File: config.mk
export PLATFORM = sky130hd
export DESIGN_NAME = pll_reset_sequencer
export DESIGN_NICKNAME = d
export VERILOG_FILES = /design/src/rtl/pll_reset_sequencer.sv
export SDC_FILE = /design/constraint.sdc
export NUM_CORES = 1
export LEC_CHECK = 0
export BUFFER_PORTS_ARGS = -buffer_cell sky130_fd_sc_hd__clkbuf_2
export CAP_MARGIN = 20
export CELL_PAD_IN_SITES_DETAIL_PLACEMENT = 0
export CELL_PAD_IN_SITES_GLOBAL_PLACEMENT = 1
export CORE_MARGIN = 3
export CORE_UTILIZATION = 41
export CTS_BUF_LIST = sky130_fd_sc_hd__clkbuf_16
export DETAILED_ROUTE_END_ITERATION = 8
export PLACE_DENSITY_LB_ADDON = 0.1
export SETUP_SLACK_MARGIN = 0.2
export SLEW_MARGIN = 30
export SYNTH_ARGS = -nofsm -noshare
export SYNTH_HDL_FRONTEND = slang
export SYNTH_SLANG_ARGS = --single-unit
File: constraint.sdc
create_clock -name clk -period 2.7 [get_ports clk]
set_input_delay 0 -clock clk [delete_from_list [all_inputs] [get_ports clk]]
set_output_delay 0 -clock clk [all_outputs]
set_load 0.05 [all_outputs]
File: src/rtl/pll_reset_sequencer.sv
// Power-up and lock supervisor for an iCE40 PLL: sequences PLL RESETB, waits for a
// stable synchronized lock, then releases the core reset; retries and faults on lock failure.
module pll_reset_sequencer #(
  parameter int PLL_RESET_CYCLES   = 16,
  parameter int LOCK_TIMEOUT       = 4096,
  parameter int LOCK_STABLE_CYCLES = 1024,
  parameter int CORE_RESET_CYCLES  = 16,
  parameter int MAX_RETRIES        = 3,
  parameter int CNT_W              = 16,
  parameter int RETRY_W            = 3
) (
  input  logic               clk,
  input  logic               reset,
  input  logic               pll_locked,
  input  logic               soft_reset_req,
  output logic               pll_resetb,
  output logic               core_reset,
  output logic               ready,
  output logic               fault,
  output logic [RETRY_W-1:0] retry_count
);

  typedef enum logic [2:0] {
    PLL_RST,
    WAIT_LOCK,
    STABLE,
    CORE_RST,
    RUN,
    FAULT
  } state_t;

  localparam logic [CNT_W-1:0]   PLL_RST_LAST   = CNT_W'(PLL_RESET_CYCLES - 1);
  localparam logic [CNT_W-1:0]   TIMEOUT_LAST   = CNT_W'(LOCK_TIMEOUT - 1);
  localparam logic [CNT_W-1:0]   STABLE_LAST    = CNT_W'(LOCK_STABLE_CYCLES - 1);
  localparam logic [CNT_W-1:0]   CORE_RST_LAST  = CNT_W'(CORE_RESET_CYCLES - 1);
  localparam logic [RETRY_W-1:0] RETRY_LIMIT    = RETRY_W'(MAX_RETRIES);

  state_t             state_reg, state_next;
  logic [CNT_W-1:0]   cnt_reg, cnt_next;
  logic [RETRY_W-1:0] retry_reg, retry_next;
  logic [1:0]         sync_reg;
  logic               lock_s;

  logic pll_resetb_reg, pll_resetb_next;
  logic core_reset_reg, core_reset_next;
  logic ready_reg, ready_next;
  logic fault_reg, fault_next;

  // LOCK is asynchronous to clk; only the second flop's output is used.
  always_ff @(posedge clk or posedge reset) begin
    if (reset) begin
      sync_reg <= 2'b00;
    end else begin
      sync_reg <= {sync_reg[0], pll_locked};
    end
  end

  assign lock_s = sync_reg[1];

  always_ff @(posedge clk or posedge reset) begin
    if (reset) begin
      state_reg      <= PLL_RST;
      cnt_reg        <= '0;
      retry_reg      <= '0;
      pll_resetb_reg <= 1'b0;
      core_reset_reg <= 1'b1;
      ready_reg      <= 1'b0;
      fault_reg      <= 1'b0;
    end else begin
      state_reg      <= state_next;
      cnt_reg        <= cnt_next;
      retry_reg      <= retry_next;
      pll_resetb_reg <= pll_resetb_next;
      core_reset_reg <= core_reset_next;
      ready_reg      <= ready_next;
      fault_reg      <= fault_next;
    end
  end

  // Lock loss is tested first in every locked state so it wins over expiry and soft reset.
  always_comb begin
    state_next = state_reg;
    retry_next = retry_reg;
    case (state_reg)
      PLL_RST: begin
        if (cnt_reg == PLL_RST_LAST) state_next = WAIT_LOCK;
      end
      WAIT_LOCK: begin
        if (lock_s) begin
          state_next = STABLE;
        end else if (cnt_reg == TIMEOUT_LAST) begin
          if (retry_reg == RETRY_LIMIT) begin
            state_next = FAULT;
          end else begin
            retry_next = retry_reg + RETRY_W'(1);
            state_next = PLL_RST;
          end
        end
      end
      STABLE: begin
        if (!lock_s)                     state_next = WAIT_LOCK;
        else if (cnt_reg == STABLE_LAST) state_next = CORE_RST;
      end
      CORE_RST: begin
        if (!lock_s)                       state_next = WAIT_LOCK;
        else if (cnt_reg == CORE_RST_LAST) state_next = RUN;
      end
      RUN: begin
        if (!lock_s)             state_next = WAIT_LOCK;
        else if (soft_reset_req) state_next = CORE_RST;
      end
      FAULT: begin
        state_next = FAULT;
      end
      default: begin
        state_next = PLL_RST;
      end
    endcase

    cnt_next = (state_next != state_reg) ? '0 : cnt_reg + CNT_W'(1);
  end

  // Outputs are decoded from the next state so they change on the same edge as the state.
  always_comb begin
    pll_resetb_next = 1'b1;
    core_reset_next = 1'b1;
    ready_next      = 1'b0;
    fault_next      = 1'b0;
    case (state_next)
      PLL_RST: begin
        pll_resetb_next = 1'b0;
      end
      RUN: begin
        core_reset_next = 1'b0;
        ready_next      = 1'b1;
      end
      FAULT: begin
        pll_resetb_next = 1'b0;
        fault_next      = 1'b1;
      end
      default: begin
      end
    endcase
  end

  assign pll_resetb  = pll_resetb_reg;
  assign core_reset  = core_reset_reg;
  assign ready       = ready_reg;
  assign fault       = fault_reg;
  assign retry_count = retry_reg;

endmodule
==> metrics.md <==
| Metric | Value |
|---|---|
| First-pass iteration count of the detailed router | `3` |
| Starting Density | `43.7%` |
| Flip-flop count of the largest register after layout | `16` |
| Clock sinks | `28` |
| Pins Over Slew Limit | `0` |
| Vias in the first global route | `1114` |
| Final nets | `167` |
| Dominant register cell in the synthesized netlist | `dfrtp_1` |
| Fmax | `0.429 GHz` |
| Core ar. | `0.00342 mm2` |
| Number of flops mapped to enable cells by yosys | `0` |
| Startpoint types | `register` |
| Async SR Flop Fraction | `100%` |
| R2R setup slack | `0.37 ns` |
| Vias/cell | `5.51` |
| Post-route DRC | `0` |
| Static Leakage | `0.761 nW` |
| Final worst path period need | `2.33 ns` |
| Crit-path cells | `or4_4 -> or4_4 -> o221a_4 -> o21ai_4 -> buf_12 -> nor4_1` |
| Max VDD drop | `0.000301 V` |
| Status | `finished clean` |
| Kind of critical path | `reg2reg` |
| Max Buffers Root-to-Sink | `2` |
| DR iter-0 viols | `81` |
| Routed length per instance | `14.1 um` |
| Setup TNS | `0 ns` |
| H-tree depth | `1` |
| Syn Nets | `151` |
| Clock Latency Late Sink | `0.26 ns` |
| Synth area leaders | `dfrtp_1 45%, xor2_1 5.9%, nor4_1 5.5%` |
| Mean Syn Cell Area | `10.4 um2` |
| Vias | `1130` |
| CP max FO | `16` |
| Rel. slew slack | `61.0%` |
| Synth area leader | `dfrtp_1` |
| # setup viols final | `0` |
| Synth top cells by count | `27 x dfrtp_1, 13 x nor4_1, 12 x nor2_1, 10 x xor2_1` |
| HPWL Detailed | `2080 um` |
| Worst Min Path Start | `soft_reset_req` |
| I/O pin cnt | `11` |
| Most common cell in the netlist | `dfrtp_1` |
| Non-Filler Instances | `205` |
| CP Capture Type | `register` |
| Count of buffers from port buffering | `10` |
| Hold Path Stages | `4` |
| Worst-Margin Slew | `0.584 ns` |
| CP required | `2.84 ns` |
| Total Die Area | `0.00440 mm2` |
| Final WL | `2890 um` |
| Yosys reg bits | `28` |
| Post-placement cell count | `198` |
| Die Ht | `66.3 um` |
| Unique masters post-synth | `43` |
| RSZ-0062 raised after global routing | `false` |
| GP Congestion | `0.765` |
| Final Hold Viols | `0` |
| CTS tree | `yes` |
| # Max-Cap Violations | `0` |
| Layout cells sized above 1 | `21.4%` |
| Initial antenna violation count | `0` |
| Worst R2R Path Depth | `6` |
| Layout Utilization | `51.0%` |
| Post-synthesis sequential area ratio | `47.1%` |
| Final Skew | `0.00331 ns` |
| Largest net degree at the start of global routing | `29` |
| Clk slew on worst S/H paths | `0.07 ns` |
| Cells after Synth | `144` |
| WHS Endpoint | `state_reg[1]` |
| CP max stage cell | `or4_4` |
| Ys Warns | `0` |
| N_diodes | `0` |
| Power Total | `0.00128 W` |
| GRT overflow | `0` |
| Worst Hold Class | `in2reg` |
| Num CTS Buffers | `3` |
| Reg2reg end | `cnt_reg[7]` |
| Worst path arrival time | `2.47 ns` |
| GRT Resource Usage Total | `15.3%` |
| Synth-to-Final Area Change | `16.9%` |
| Num rows | `21` |
| Die W | `66.3 um` |
| Post-Synthesis Cell Area | `0.00149 mm2` |
| Final worst path period share | `86.4%` |
| Power Density | `736 mW/mm2` |
| Crit path top cell by count | `or4_4` |
| Critical R2R Launch | `cnt_reg[6]` |
| Root Buffer | `clkbuf_16` |
| Yosys top cell area share | `45.3%` |
| Slowest stage delay, CP | `0.56 ns` |
| Antenna Violating Nets Remaining | `0` |
| First-pass GRT wire length | `5180 um` |
-- where the power goes --
part | internal, W | total, W | switching (W)
Sequential | 0.000472 | 0.000538 | 0.0000654
Clock | 0.000295 | 0.000433 | 0.000138
Combinational | 0.000143 | 0.000313 | 0.000169
Total | 0.000911 | 0.00128 | 0.000373
-- placed cells by master, fill, tap and decap left out, types with 2 or more instances in the layout --
master,n
o21ai_0,3
nand2_1,7
or4_4,4
clkbuf_16,3
or2_2,3
nor2b_1,2
xor2_1,10
nand4_1,6
nor4_1,12
nand3_1,3
dfrtp_1,27
nor2_1,12
clkbuf_2,10
ha_1,3
dlygate4sd3_1,2
inv_1,6
buf_4,2
nand2b_1,2
a21oi_1,3
and2_1,2
nor4_2,2
nand3b_1,2
nor3_1,5
xnor2_1,5
-- worst max-delay path: cells and delay by family, from the launching register on --
family,cells,cell delay [ns]
and+or+nand+nor,3,1.18
buffers and inverters,1,0.15
AOI/OAI and AO/OA,2,0.44
DFF,1,0.44
-- stage by stage --
stage	hold WS [ns]	cell area [um2]	worst slack (ns)
final	0.169	1740	0.367
after global routing	0.207	1740	0.229
after CTS	0.167	1720	0.221
after detailed placement	0.0826	1590	0.231
after global placement	0.108	1590	0.276
after floorplan	0.0314	1490	0.411
-- kinds of logic (layout without fill, tap and decap cells) --
group                      after synthesis  in the layout  synth area share (%)
xor gates and xnor gates                15             15                  8.81
DFF                                     28             28                  47.1
muxes                                    2              2                  1.43
buffers and inverters                   11             26                  3.36
and+or+nand+nor                         70             70                  28.4
AOI/OAI and AO/OA                       15             15                  8.39
adders and majority gates                3              3                  2.52
-- final cells by class --
class	instances	area, um2
clock buffers	3	75.1
clock inverters	1	30.0
fillers	330	1670
inverters	7	26.3
multi-input cells	105	747
flip-flops and latches	28	702
well taps	46	57.6
repair buffers	15	105
-- per-layer routing --
| layer | up-vias | GRT usage, % | wire length (um) |
|---|---|---|---|
| met2 | 9 | 23.8 | 1330 |
| met4 | 0 | 4.57 | 33 |
| met3 | 4 | 3.06 | 74 |
| li1 | 555 | - | - |
| met1 | 562 | 21.3 | 1460 |
| met5 | - | 0 | 0 |
-- worst max-delay path by stage --
stage / startpoint / slack (ns) / depth (start not counted) / endpoint
after floorplan: cnt_reg[6] / 0.41 / 6 / cnt_reg[11]
after global placement: cnt_reg[6] / 0.28 / 5 / cnt_reg[11]
after detailed placement: cnt_reg[6] / 0.23 / 5 / cnt_reg[7]
after CTS: cnt_reg[6] / 0.22 / 5 / cnt_reg[7]
after global routing: cnt_reg[6] / 0.23 / 5 / cnt_reg[7]
final: cnt_reg[6] / 0.37 / 6 / cnt_reg[7]
-- timing repair --
action	in CTS	in global routing
endpoints found under the setup margin	0	15
hold buffers	2	0
endpoints found under the hold margin	28	0
setup buffers	0	1
resized for setup	0	2
No activity file was read; power rests on OpenSTA's default activity.
